**src/rtl/jtag_uart_bridge_if.sv**
```systemverilog
// rtl/jtag_uart_bridge_if.sv - Avalon-MM bus between the bridge (master) and the JTAG UART (slave)
interface jtag_uart_bridge_if;
  logic [2:0]  address;
  logic [31:0] writedata;
  logic        write;
  logic        read;
  logic        waitrequest;
  logic [31:0] readdata;

  modport master (
    output address, writedata, write, read,
    input  waitrequest, readdata
  );

  modport slave (
    input  address, writedata, write, read,
    output waitrequest, readdata
  );
endinterface

```
**src/rtl/jtag_uart_bridge.sv**
```systemverilog
// rtl/jtag_uart_bridge.sv - Avalon-MM poller bridging a JTAG UART to CPU peek/consume byte streams
// Optional CR insertion before each LF is enabled by defining JTAG_BRIDGE_CRLF_EN.
module jtag_uart_bridge #(
  parameter int RX_LOG     = 4,
  parameter int TX_LOG     = 4,
  parameter int POLL_GAP   = 16,
  parameter int CREDIT_MAX = 64
) (
  input  logic               clock,
  input  logic               reset,
  jtag_uart_bridge_if.master av,
  input  logic               in_canPeek,
  input  logic [7:0]         in_peek,
  output logic               in_consume_en,
  output logic               out_canPeek,
  output logic [7:0]         out_peek,
  input  logic               out_consume_en
);
  localparam int RX_DEPTH = 1 << RX_LOG;
  localparam int TX_DEPTH = 1 << TX_LOG;
  localparam logic [RX_LOG:0] RX_FULL  = (RX_LOG+1)'(RX_DEPTH);
  localparam logic [TX_LOG:0] TX_FULL  = (TX_LOG+1)'(TX_DEPTH);
  localparam logic [15:0]     GAP_W    = 16'(POLL_GAP);
  localparam logic [15:0]     CREDIT_W = 16'(CREDIT_MAX);

  typedef enum logic [1:0] {IDLE, RD_DATA, RD_CTRL, WR_DATA} state_t;
  state_t state, state_nxt;

  logic [7:0]        rx_mem [RX_DEPTH];
  logic [7:0]        tx_mem [TX_DEPTH];
  logic [RX_LOG-1:0] rx_rd, rx_wr;
  logic [TX_LOG-1:0] tx_rd, tx_wr;
  logic [RX_LOG:0]   rx_count;
  logic [TX_LOG:0]   tx_count;
  logic [15:0]       credit, backoff, wspace;
  logic              rr_tx;
  logic              done, rx_push, rx_pop, tx_push, tx_pop;
  logic              rx_elig, tx_elig, pick_tx, crlf_insert;
  logic [7:0]        tx_head, wr_byte;
  logic              unused_rd_bits;

  assign unused_rd_bits = ^av.readdata[14:8];
  assign wspace  = av.readdata[31:16];
  assign done    = (state != IDLE) && !av.waitrequest;
  assign tx_head = tx_mem[tx_rd];

  assign in_consume_en = in_canPeek && (tx_count != TX_FULL);
  assign out_canPeek   = (rx_count != '0);
  assign out_peek      = out_canPeek ? rx_mem[rx_rd] : 8'h00;

  assign rx_push = (state == RD_DATA) && done && av.readdata[15];
  assign rx_pop  = out_consume_en && out_canPeek;
  assign tx_push = in_consume_en;
  assign tx_pop  = (state == WR_DATA) && done && !crlf_insert;

`ifdef JTAG_BRIDGE_CRLF_EN
  logic cr_sent;
  assign crlf_insert = (tx_head == 8'h0A) && !cr_sent;
  assign wr_byte     = crlf_insert ? 8'h0D : tx_head;

  always_ff @(posedge clock or posedge reset) begin
    if (reset)
      cr_sent <= 1'b0;
    else if ((state == WR_DATA) && done)
      cr_sent <= crlf_insert;
  end
`else
  assign crlf_insert = 1'b0;
  assign wr_byte     = tx_head;
`endif

  // Storage is not reset; emptiness is tracked solely by the counters.
  always_ff @(posedge clock) begin
    if (rx_push) rx_mem[rx_wr] <= av.readdata[7:0];
    if (tx_push) tx_mem[tx_wr] <= in_peek;
  end

  always_ff @(posedge clock or posedge reset) begin
    if (reset) begin
      rx_rd <= '0;  rx_wr <= '0;  rx_count <= '0;
      tx_rd <= '0;  tx_wr <= '0;  tx_count <= '0;
    end else begin
      if (rx_push) rx_wr <= rx_wr + RX_LOG'(1);
      if (rx_pop)  rx_rd <= rx_rd + RX_LOG'(1);
      if (tx_push) tx_wr <= tx_wr + TX_LOG'(1);
      if (tx_pop)  tx_rd <= tx_rd + TX_LOG'(1);
      case ({rx_push, rx_pop})
        2'b10:   rx_count <= rx_count + (RX_LOG+1)'(1);
        2'b01:   rx_count <= rx_count - (RX_LOG+1)'(1);
        default: rx_count <= rx_count;
      endcase
      case ({tx_push, tx_pop})
        2'b10:   tx_count <= tx_count + (TX_LOG+1)'(1);
        2'b01:   tx_count <= tx_count - (TX_LOG+1)'(1);
        default: tx_count <= tx_count;
      endcase
    end
  end

  assign rx_elig = (rx_count != RX_FULL) && (backoff == 16'd0);
  assign tx_elig = (tx_count != '0);
  assign pick_tx = tx_elig && (!rx_elig || rr_tx);

  always_comb begin
    state_nxt = state;
    case (state)
      IDLE: begin
        if (pick_tx)
          state_nxt = (credit != 16'd0) ? WR_DATA : RD_CTRL;
        else if (rx_elig)
          state_nxt = RD_DATA;
      end
      default: if (!av.waitrequest) state_nxt = IDLE;
    endcase
  end

  // Bus outputs decode straight from the state so a reset drops them at once.
  always_comb begin
    av.read      = 1'b0;
    av.write     = 1'b0;
    av.address   = 3'd0;
    av.writedata = 32'h0;
    case (state)
      RD_DATA: av.read = 1'b1;
      RD_CTRL: begin
        av.read    = 1'b1;
        av.address = 3'd4;
      end
      WR_DATA: begin
        av.write     = 1'b1;
        av.writedata = {24'h0, wr_byte};
      end
      default: ;
    endcase
  end

  always_ff @(posedge clock or posedge reset) begin
    if (reset) begin
      state   <= IDLE;
      credit  <= 16'd0;
      backoff <= 16'd0;
      rr_tx   <= 1'b0;
    end else begin
      state <= state_nxt;
      if (done) rr_tx <= ~rr_tx;
      if ((state == RD_DATA) && done && !av.readdata[15])
        backoff <= GAP_W;
      else if (backoff != 16'd0)
        backoff <= backoff - 16'd1;
      if ((state == RD_CTRL) && done)
        credit <= (wspace > CREDIT_W) ? CREDIT_W : wspace;
      else if ((state == WR_DATA) && done)
        credit <= credit - 16'd1;
    end
  end
endmodule

```
**src/flat_wrapper.sv**
```systemverilog
// flat-port wrapper written by rule: the top's interface ports become plain ports
module jtag_uart_bridge_flat 
#(
  parameter int RX_LOG     = 4,
  parameter int TX_LOG     = 4,
  parameter int POLL_GAP   = 16,
  parameter int CREDIT_MAX = 64
)
  (clock, reset, in_canPeek, in_peek, in_consume_en, out_canPeek, out_peek, out_consume_en, av_address, av_writedata, av_write, av_read, av_waitrequest, av_readdata);
  jtag_uart_bridge_if av_i ();
  input  logic clock;
  input  logic reset;
  input  logic in_canPeek;
  input  logic [7:0] in_peek;
  output logic in_consume_en;
  output logic out_canPeek;
  output logic [7:0] out_peek;
  input  logic out_consume_en;
  output wire logic [$bits(av_i.address)-1:0] av_address;
  output wire logic [$bits(av_i.writedata)-1:0] av_writedata;
  output wire logic [$bits(av_i.write)-1:0] av_write;
  output wire logic [$bits(av_i.read)-1:0] av_read;
  input wire logic [$bits(av_i.waitrequest)-1:0] av_waitrequest;
  input wire logic [$bits(av_i.readdata)-1:0] av_readdata;
  assign av_address = av_i.address;
  assign av_writedata = av_i.writedata;
  assign av_write = av_i.write;
  assign av_read = av_i.read;
  assign av_i.waitrequest = av_waitrequest;
  assign av_i.readdata = av_readdata;
  jtag_uart_bridge #(.RX_LOG(RX_LOG), .TX_LOG(TX_LOG), .POLL_GAP(POLL_GAP), .CREDIT_MAX(CREDIT_MAX)) u_core (.clock(clock), .reset(reset), .av(av_i), .in_canPeek(in_canPeek), .in_peek(in_peek), .in_consume_en(in_consume_en), .out_canPeek(out_canPeek), .out_peek(out_peek), .out_consume_en(out_consume_en));
endmodule
```
**config.mk**
```make
export PLATFORM = sky130hd
export DESIGN_NAME = jtag_uart_bridge_flat
export DESIGN_NICKNAME = d
export VERILOG_FILES = /design/src/rtl/jtag_uart_bridge_if.sv /design/src/rtl/jtag_uart_bridge.sv /design/src/flat_wrapper.sv
export SDC_FILE = /design/constraint.sdc
export NUM_CORES = 1
export LEC_CHECK = 0
export CORE_UTILIZATION = 52
export DETAILED_ROUTE_END_ITERATION = 8
export PLACE_DENSITY = 0.74
export SLEW_MARGIN = 20
export SYNTH_ARGS = -nofsm -noshare
export SYNTH_HDL_FRONTEND = slang
export SYNTH_SLANG_ARGS = --single-unit
export TNS_END_PERCENT = 1
```
**constraint.sdc**
```tcl
create_clock -name clock -period 3.33 [get_ports clock]
set_input_delay 0.666 -clock clock [delete_from_list [all_inputs] [get_ports clock]]
set_output_delay 0.666 -clock clock [all_outputs]
set_load 0.005 [all_outputs]
```
==> flow_summary.toml <==
[logic_synthesis]
synthTopCellsByArea = "edfxtp_1 55%, dfrtp_1 11%, mux4_2 8.1%"
synthCells = 910
synth_edf_count = 256
ys.flop_type = "edfxtp_1"
avgSynthCellArea_sq_um = 15.2
ys_ff_latch = 317
synth-seq-area-share_pct = 66.4
synth_top_area_cell = "edfxtp_1"
synth_top_area_share_pct = 55.4
synth_warnings = 0
syn-cell-area_sq_mm = 0.0139
synthArstFlopShare_pct = 19.2
yosysUniqueCellTypes = 62

[power]
p_leak_nw = 5.80
power_mw = 13.5
vdd_drop_max_v = 0.000530
p_switching_mw = 4.23
swShare_pct = 31.3
pwr-share-seq_pct = 39.8
clockPowerShare_pct = 27.0
intPower_mw = 9.27
pwr-share-comb_pct = 33.2
power_per_cell_area_mw_per_mm2 = 827

[clock_tree]
cts_tree = "yes"
root_buffer = "clkbuf_16"
cts_max_level = 1
cts_buffers = 31
cts_sinks = 317
clk_path_buf_depth = 3
clk_latency_ns = 0.55
ctsHoldBuffers = 0
clk_transition_reported_paths_ns = 0.06

[route]
drt_iter0_drc = 608
wl_per_cell_microns = 20.3
route.met2.wl_microns = 14300
avgViaCountPerCell = 5.81
drt-total-wl_microns = 28000
wl_met3_microns = 1630
drc = 18
ant_nets = 0
dr.pass1.iters = 7
vias = 8030
wl_met1_microns = 11500
dr.max_layer_used = "met4"

[critical_path]
crit_path_end_kind = "output port"
max_stage_delay_ns = 0.52
cp_max_fo = 12
worstPathArrival_ns = 2.59
required_ns = 2.66
worst-path-buf-inv = 3
crit_family = "multiplexers"
cp_cell_sequence = "buf_12 -> buf_4 -> mux4_2 -> mux2_2 -> o21ai_0 -> a21oi_1 -> dlygate4sd2_1"
worst_setup_path_start_kind = "flip-flop"
cp_slowest_cell = "mux4_2"
crit_type = "reg2out"
r2r_setup_slack_ns = 0.58

[cells_and_area]
regArea_sq_mm = 0.00922
area_delta_synth_final_pct = 17.6
stdcell_count = 1381
multi_input_area_sq_mm = 0.00431
drive_above_1_share_pct = 20.1
n_antenna_cell = 0
fin_nets = 1092
fillerInstances = 1886
final_util_pct = 62.4

[floorplan]
io_pins = 92
start_util_pct = 53.1
rows = 59
core-area_sq_mm = 0.0261
design.die.area_sq_mm = 0.0273
dieHeight_microns = 165
dieWidth_microns = 165

[timing]
finalClockSkew_ns = 0.0176
maxSlewViolCount = 0
worstMarginPinSlew_ns = 0.900
setup_ws_ns = 0.0776
fmax_ghz = 0.307
finalCritPeriodShare_pct = 97.7
fin_crit_ns = 3.25
finalSetupViolCount = 0
relSlewSlack_pct = 39.2
hold_ws_ns = 0.479
timing.final.hold_violations = 0

[place]
numPortBuffers = 58
pre_cts_slack_ns = 0.401
dp_cells = 1312
gp_congestion = 0.804
hpwlAfterDp_microns = 17500

[run_status]
run_status = "finished with violations"
violations = "design-rule violations"

[global_routing]
grt_pass1_vias = 8018
antenna_found_initial = 0
track_usage_pct = 21.1
grt_pass1_wl_microns = 43800
grt.overflow.total = 0
grt_max_degree = 62

[run]
max_cap_viol_count = 0

[worst_hold_path]
min_path_type = "reg2reg"
-- flip-flops by register name, summed over array words and instances, names as in the netlist --
| signal | count |
|---|---|
| u_core.backoff | 16 |
| u_core.rx_rd | 4 |
| u_core.state | 2 |
| u_core.tx_count | 5 |
| u_core.rx_count | 5 |
| u_core.tx_mem | 128 |
| u_core.tx_rd | 4 |
| u_core.rx_mem | 128 |
| u_core.credit | 16 |
| u_core.rx_wr | 4 |
| u_core.rr_tx | 1 |
| u_core.tx_wr | 4 |
-- metrics by stage --
stage | setup TNS, ns | area [sq um]
after floorplan | 0 | 14000
after global placement | 0 | 15100
after detailed placement | 0 | 15100
after CTS | -0.00802 | 16200
after global routing | -0.0166 | 16300
final | 0 | 16300
-- power by group through the flow --
| stage | registers, mW | logic (mW) | clock network, mW |
|---|---|---|---|
| 2_1_floorplan | 5.18 | 3.09 | 0 |
| 3_3_place_gp | 5.40 | 4.22 | 0 |
| 3_5_place_dp | 5.43 | 4.32 | 0 |
| 4_1_cts | 5.36 | 4.45 | 3.70 |
| 5_1_grt | 5.45 | 4.93 | 3.85 |
| 6_report | 5.37 | 4.48 | 3.65 |
-- worst paths after layout --
path | end | start | depth (start not counted)
setup / recovery | out_peek[4] | u_core.rx_rd[1]$_DFFE_PP0P_ | 7
min in group asynchronous | u_core.credit[0]$_DFFE_PP0P_ | reset | 3
hold reg to reg | u_core.credit[14]$_DFFE_PP0P_ | u_core.credit[14]$_DFFE_PP0P_ | 1
setup reg to reg | u_core.rx_count[4]$_DFFE_PP0P_ | u_core.rx_count[1]$_DFFE_PP0P_ | 12
hold / removal | u_core.credit[14]$_DFFE_PP0P_ | u_core.credit[14]$_DFFE_PP0P_ | 1
max in group asynchronous | u_core.rx_rd[1]$_DFFE_PP0P_ | reset | 3
-- logic make-up after synthesis --
kind of cell	count (synthesis)	synth area share (%)
other	1	0.0270
adder cells (fa/ha/maj)	25	2.25
buffers and inverters	97	3.45
AND/OR/NAND/NOR	216	8.56
multiplexers	96	11.6
AO/OA/AOI/OAI	127	5.78
XOR/XNOR	31	1.96
flip-flops	317	66.4
-- what timing repair did --
| item | CTS | global route |
|---|---|---|
| gates resized for setup | 19 | 9 |
| gates cloned | 1 | 0 |
| endpoints found under the hold margin | 0 | 0 |
| setup buffers | 6 | 5 |
| setup endpoints to repair | 16 | 10 |
| pin swaps | 0 | 0 |
-- routing by layer --
metal,vias to the layer above,global-route usage (%)
met2,287,36.6
met3,40,2.85
li1,3705,-
met5,-,0
met4,0,5.62
met1,3998,28.0
-- synthesized netlist by cell type (3+ instances only) --
master / n
buf_1: 6
edfxtp_1: 256
inv_1: 21
mux2_2: 13
nand4_1: 11
nor4b_1: 3
o21ai_0: 36
a21o_1: 3
a21oi_1: 34
or2_2: 3
clkbuf_1: 32
or3_1: 8
or4_1: 10
mux4_2: 50
nor2b_1: 10
nand2_1: 32
a22oi_1: 13
nand4b_1: 4
a31o_2: 5
o311ai_0: 4
and3b_1: 3
nor2_1: 52
a31oi_1: 3
and3_1: 4
buf_4: 27
a211oi_1: 7
o31ai_1: 5
mux2i_1: 33
xor2_1: 11
nor3_1: 15
buf_2: 9
nor3b_1: 5
nand2b_1: 12
ha_1: 25
xnor2_1: 20
dfrtp_1: 61
nand3_1: 18
nor4_1: 10
-- cell type report --
class,instances,area share (%)
Sequential cell,317,56.5
Multi-Input combinational cell,521,26.4
Timing Repair Buffer,129,7.47
Clock buffer,34,4.83
Tap cell,335,2.57
Clock inverter,23,1.70
Inverter,22,0.506
-- cells in the final DEF, fill, tap and decap left out, drive strengths merged, types with 12 or more instances in the layout --
| master | instances |
|---|---|
| nor2 | 52 |
| inv | 22 |
| dfrtp | 61 |
| a21oi | 34 |
| nor3 | 16 |
| clkinv | 14 |
| nand2 | 32 |
| ha | 25 |
| mux4 | 50 |
| edfxtp | 256 |
| nand2b | 12 |
| buf | 71 |
| conb | 26 |
| a22oi | 13 |
| xnor2 | 20 |
| clkbuf | 34 |
| o21ai | 36 |
| nand3 | 18 |
| mux2i | 33 |
| mux2 | 13 |
| clkdlybuf4s50 | 50 |
Note: power is estimated with default switching activity, not from simulation.
